==> src/rtl/sti_pkg.sv <==
// Shared definitions for the STI serial link receiver.
//   LEN_*     : frame-length codes carried on cfg_length (8/16/24/32 bits)
//   state_t   : receiver FSM states
//   cfg_t     : frame configuration captured on the first bit of a frame
//   last_idx  : index of the last bit of a frame (N-1) for a length code
package sti_pkg;

   localparam logic [1:0] LEN_8  = 2'd0;
   localparam logic [1:0] LEN_16 = 2'd1;
   localparam logic [1:0] LEN_24 = 2'd2;
   localparam logic [1:0] LEN_32 = 2'd3;

   typedef enum logic {
      IDLE = 1'b0,
      RECV = 1'b1
   } state_t;

   typedef struct packed {
      logic [1:0] length;
      logic       msb;
      logic       fill;
      logic       low;
   } cfg_t;

   // N = 8*(length+1), so N-1 is the length code followed by three ones.
   function automatic logic [4:0] last_idx(input logic [1:0] length);
      return {length, 3'b111};
   endfunction

endpackage

==> src/rtl/sti_rx_extract.sv <==
// Combinational word extraction for the STI receiver.
//   shreg   : received bits, oldest bit in shreg[N-1], newest in shreg[0]
//   cfg     : configuration of the frame being completed
//   data    : reconstructed 16-bit parallel word
//   pad_err : some padding bit of the frame word was 1 (0 when CHECK_PAD=0)
module sti_rx_extract
   import sti_pkg::*;
#(
   parameter bit CHECK_PAD = 1'b1
) (
   input  logic [31:0] shreg,
   input  cfg_t        cfg,
   output logic [15:0] data,
   output logic        pad_err
);

   logic [31:0] rev;
   logic [31:0] word;
   logic        pad;

   always_comb begin
      // NOTE: every output of this block gets a default first, so no path
      // through the case/if tree can leave a value unassigned and infer a latch.
      rev  = '0;
      word = '0;
      data = '0;
      pad  = 1'b0;

      for (int i = 0; i < 32; i++) begin
         rev[i] = shreg[31-i];
      end

      // MSB-first frames already sit in shreg as W. LSB-first frames are
      // mirrored inside the N-bit window; reversing all 32 bits puts that
      // window at the top, and shifting by 32-N brings it back to bit 0.
      if (cfg.msb) begin
         word = shreg;
      end else begin
         word = rev >> (5'd31 - last_idx(cfg.length));
      end

      case (cfg.length)
         LEN_8: begin
            data = cfg.low ? {8'h00, word[7:0]} : {word[7:0], 8'h00};
         end
         LEN_16: begin
            data = word[15:0];
         end
         LEN_24: begin
            data = cfg.fill ? word[23:8] : word[15:0];
            pad  = cfg.fill ? |word[7:0] : |word[23:16];
         end
         LEN_32: begin
            data = cfg.fill ? word[31:16] : word[15:0];
            pad  = cfg.fill ? |word[15:0] : |word[31:16];
         end
      endcase
   end

   assign pad_err = CHECK_PAD ? pad : 1'b0;

endmodule

==> src/rtl/sti_rx.sv <==
// STI serial-to-parallel receiver.
//   clk, reset          : rising-edge clock, synchronous active-high reset
//   si_data, si_valid   : serial bit and its strobe, one contiguous run per frame
//   cfg_length/msb/fill/low : frame format, captured on the first bit of a frame
//   po_data, po_valid   : reconstructed word and its one-cycle strobe
//   pad_err             : qualified by po_valid; a padding bit was 1
//   frame_err           : one-cycle pulse when a frame ended before N bits
//   rx_busy             : high while a frame is being received
module sti_rx
   import sti_pkg::*;
#(
   parameter bit CHECK_PAD = 1'b1
) (
   input  logic        clk,
   input  logic        reset,
   input  logic        si_data,
   input  logic        si_valid,
   input  logic [1:0]  cfg_length,
   input  logic        cfg_msb,
   input  logic        cfg_fill,
   input  logic        cfg_low,
   output logic [15:0] po_data,
   output logic        po_valid,
   output logic        pad_err,
   output logic        frame_err,
   output logic        rx_busy
);

   state_t      state, state_nxt;
   logic [4:0]  bit_cnt, bit_cnt_nxt;
   logic [31:0] shreg, shreg_nxt;
   cfg_t        cfg_q, cfg_nxt;
   logic        done;
   logic        runt;
   logic [15:0] ext_data;
   logic        ext_pad;

   always_comb begin
      state_nxt   = state;
      bit_cnt_nxt = bit_cnt;
      shreg_nxt   = shreg;
      cfg_nxt     = cfg_q;
      done        = 1'b0;
      runt        = 1'b0;

      case (state)
         IDLE: begin
            if (si_valid) begin
               // First bit: clear stale bits so the frame starts in a clean register.
               shreg_nxt   = {31'b0, si_data};
               cfg_nxt     = cfg_t'{cfg_length, cfg_msb, cfg_fill, cfg_low};
               bit_cnt_nxt = 5'd1;
               state_nxt   = RECV;
            end
         end
         RECV: begin
            if (si_valid) begin
               shreg_nxt = {shreg[30:0], si_data};
               if (bit_cnt == last_idx(cfg_q.length)) begin
                  done        = 1'b1;
                  bit_cnt_nxt = 5'd0;
                  state_nxt   = IDLE;
               end else begin
                  bit_cnt_nxt = bit_cnt + 5'd1;
               end
            end else begin
               runt        = 1'b1;
               bit_cnt_nxt = 5'd0;
               state_nxt   = IDLE;
            end
         end
         default: state_nxt = IDLE;
      endcase
   end

   // Extraction looks at the register as it will be after the current bit,
   // so the word is ready to register on the same edge that takes the last bit.
   sti_rx_extract #(
      .CHECK_PAD (CHECK_PAD)
   ) u_extract (
      .shreg   (shreg_nxt),
      .cfg     (cfg_q),
      .data    (ext_data),
      .pad_err (ext_pad)
   );

   // NOTE: sequential state uses non-blocking assignments so every flop
   // samples the pre-edge values, independent of statement order.
   always_ff @(posedge clk) begin
      if (reset) begin
         // NOTE: the 32-bit shift register is ordinary flops, not a memory
         // array, so it is cleared with the rest of the state.
         state     <= IDLE;
         bit_cnt   <= '0;
         shreg     <= '0;
         cfg_q     <= '0;
         po_data   <= '0;
         po_valid  <= 1'b0;
         pad_err   <= 1'b0;
         frame_err <= 1'b0;
      end else begin
         state     <= state_nxt;
         bit_cnt   <= bit_cnt_nxt;
         shreg     <= shreg_nxt;
         cfg_q     <= cfg_nxt;
         po_valid  <= done;
         pad_err   <= done & ext_pad;
         frame_err <= runt;
         if (done) begin
            po_data <= ext_data;
         end
      end
   end

   assign rx_busy = (state == RECV);

endmodule
==> config.mk <==
export PLATFORM = sky130hd
export DESIGN_NAME = sti_rx
export DESIGN_NICKNAME = d
export VERILOG_FILES = /design/src/rtl/sti_pkg.sv /design/src/rtl/sti_rx_extract.sv /design/src/rtl/sti_rx.sv
export SDC_FILE = /design/constraint.sdc
export NUM_CORES = 1
export LEC_CHECK = 0
export BUFFER_PORTS_ARGS = -buffer_cell sky130_fd_sc_hd__clkbuf_2
export CAP_MARGIN = 20
export CORE_UTILIZATION = 62
export CTS_BUF_LIST = sky130_fd_sc_hd__clkbuf_2
export CTS_CLUSTER_SIZE = 28
export DETAILED_ROUTE_END_ITERATION = 7
export PLACE_DENSITY = 0.83
export SLEW_MARGIN = 20
export SYNTH_ARGS = -nofsm -noshare
export SYNTH_HDL_FRONTEND = slang
export SYNTH_SLANG_ARGS = --single-unit
export TNS_END_PERCENT = 5
==> constraint.sdc <==
create_clock -name clk -period 2.9 [get_ports clk]
set_clock_uncertainty 0.05 [all_clocks]
set_input_delay 0.58 -clock clk [delete_from_list [all_inputs] [get_ports clk]]
set_output_delay 0.58 -clock clk [all_outputs]
set_load 0.02 [all_outputs]
==> flow_metrics.tcl <==
set metrics [dict create \
    outcome "finished, final reports clean" \
    critPathCaptureType "flop" \
    synth_commonest_cells "nor2_1 (71), dfxtp_1 (62), nand2_1 (32)" \
    cp.arrival_ns 2.88 \
    max_freq_mhz 393.5 \
    reg2regPathDepth 7 \
    power_density_nw_per_um2 413.8 \
    hold_buffers 0 \
    post_cts_buffers 0 \
    max-clock-path-buffers 2 \
    setup_violations 0 \
    floorplan.initialDensity 0.6439 \
    maxSlewHeadroom 0.6037 \
    fill_cells 435 \
    cp.required_ns 3.24 \
    finalHoldViolCount 0 \
    worst_slew_pin_slew_ns 0.5923 \
    antennaDiodeCount 0 \
    ff2ff_setup_slack_ns 0.36 \
    overflow 0 \
    first_global_vias 3552 \
    setup_slack_ns 0.3590 \
    critPathKind "flop to flop" \
    preCtsSetupSlack_ns 0.04961 \
    synthCells 439 \
    place.gp.congestion 1.078 \
    drive_above_1_share 0.2414 \
    grt_start_max_net_pins 47 \
    die_width_microns 77.85 \
    yosysSeqAreaShare 0.3479 \
    ant_nets 0 \
    cp-startpoint "cfg_q[4]" \
    routed_wl_microns 11480 \
    synth_top_area_cell "dfxtp_1" \
    synthArstFlopShare 0 \
    io_pins 29 \
    cts.sinks 62 \
    ys.flop_type "dfxtp_1" \
    reg2reg_to "pad_err" \
    timing.setup.tns_ns 0 \
    timing.final.crit_period_ns 2.541 \
    cts_made_buffers 9 \
    cts_resized 0 \
    seqPwrFrac 0.509 \
    fin_util 0.7477 \
    r2r-start "cfg_q[4]" \
    ys_ff_latch 62 \
    hold_path_depth 3 \
    combPwrFrac 0.136 \
    power_frac_clock 0.355 \
    clk_pin_slew_ns 0.18 \
    synth_cell_types 67 \
    drtIter0Drc 475 \
    clock-root-buffer "clkbuf_2" \
    core_area_sq_um 5540 \
    die_h_microns 77.85 \
    p_int_mw 1.224 \
    clk_latency_ns 0.50 \
    cellLeakagePower_nw 1.665 \
    startpoint_type "flop" \
    post-route-drc-count 0 \
    synth_area_sq_um 3567 \
    ir_drop_v 0.0003627 \
    dp_hpwl_microns 8563 \
    firstDrtPassIters 6 \
    post_drt_via_cell_ratio 6.742 \
    rsz0062_at_grt "no" \
    area_growth_pct 16.13 \
    antenna_found_initial 0 \
    dieArea_sq_um 6061 \
    drv_slew 0 \
    portBuffers 28 \
    synth_nets 449 \
    timing.final.crit_share 0.8762 \
    switching_share 0.2862 \
    cp_max_fo 11 \
    hold_class "primary input to flop" \
    nNetsFinal 503 \
    cts_tree "yes" \
    vias 3836 \
    synth_edf_count 0 \
    grt_pass1_wl_microns 18080 \
    synthTopCellsByArea "dfxtp_1 (35%), nor2_1 (7.5%), a211oi_1 (4.4%)" \
    gr-usage-all-layers 0.3948 \
    cts-htree-levels 3 \
    synth.avg_cell_area_sq_um 8.126 \
    min-delay-start "cfg_length[1]" \
    synth.most_common_cell "nor2_1" \
    avgRoutedWirePerCell_microns 20.17 \
    switchingPower_mw 0.4906 \
    yosys_warnings 0 \
    hold_end "cfg_q[4]" \
    maxCapViolations 0 \
    synth_top_area_share 0.3479 \
    placementRows 27 \
]
[layout make-up]
| type | count | area [sq um] | area share |
|---|---|---|---|
| inverters | 6 | 22.52 | 0.005436 |
| clock buffers | 10 | 50.05 | 0.01208 |
| multi-input cells | 335 | 2128 | 0.5137 |
| well taps | 72 | 90.09 | 0.02175 |
| repair buffers | 79 | 535.5 | 0.1293 |
| clock inverters | 5 | 75.07 | 0.01812 |
| flip-flops and latches | 62 | 1241 | 0.2996 |
[how the worst max path moves through the flow]
stage	to	slack (ns)	cells past startpoint
2_1_floorplan	pad_err	0.32	8
4_1_cts	pad_err	0.42	7
3_3_place_gp	pad_err	0.04	9
3_5_place_dp	pad_err	0.05	9
6_report	pad_err	0.36	7
5_1_grt	po_data[6]	0.22	6
[state kept, by name (all words and copies together), names as in the netlist]
register	flops
rx_busy	1
po_data	16
cfg_q	5
po_valid	1
frame_err	1
bit_cnt	5
pad_err	1
shreg	32
[placed cells by master (no fill, tap or decap), types with 7 or more instances in the layout]
cell type	count
nor2_1	71
dfxtp_1	62
buf_4	50
clkbuf_2	38
nand2_1	32
a21oi_1	27
a211oi_1	21
nor2b_1	13
a22oi_1	13
nand3_1	12
o21ai_0	10
a22oi_2	8
nand2b_1	7
mux2i_1	7
o211ai_1	7
[cells by family after synthesis]
family                     count (synthesis)  synth area share
and+or+nand+nor                          166            0.2196
AOI/OAI and AO/OA                        153            0.3301
DFF                                       62            0.3479
buffers and inverters                     42           0.05542
muxes                                     13           0.03858
xor gates and xnor gates                   2          0.004911
adders and majority gates                  1          0.003507
[per-stage QoR]
step	hold WS [ns]	instances	power [mW]	instance area [sq um]
detailed placement	0.4401	554	1.113	4018
CTS	0.2351	569	1.701	4143
floorplan	0.4188	439	1.038	3567
finish	0.2456	569	1.714	4143
global route	0.2304	569	1.775	4143
global placement	0.4291	554	1.109	4018
[power groups by stage]
stage | clock, mW | combinational (mW) | sequential [mW]
floorplan | 0 | 0.154 | 0.884
global placement | 0 | 0.220 | 0.889
detailed placement | 0 | 0.223 | 0.890
CTS | 0.605 | 0.224 | 0.872
global route | 0.655 | 0.246 | 0.874
finish | 0.609 | 0.233 | 0.873
[per-layer routing]
layer  share of wire  wire length, microns  track usage
met1            0.42                  4802       0.5134
met2            0.44                  5009       0.5956
met3           0.093                  1062      0.09059
met4           0.053                   604       0.2283
met5               0                     0            0
[worst max-delay path: stages, from the launching register on]
cell	delay, ns
dfxtp_1	0.65
nand2b_1	0.21
nor2_1	0.15
a22oi_2	0.24
o221ai_2	0.16
or4b_1	0.56
o41ai_2	0.29
a31oi_1	0.12
(Power assumes the default switching activity.)
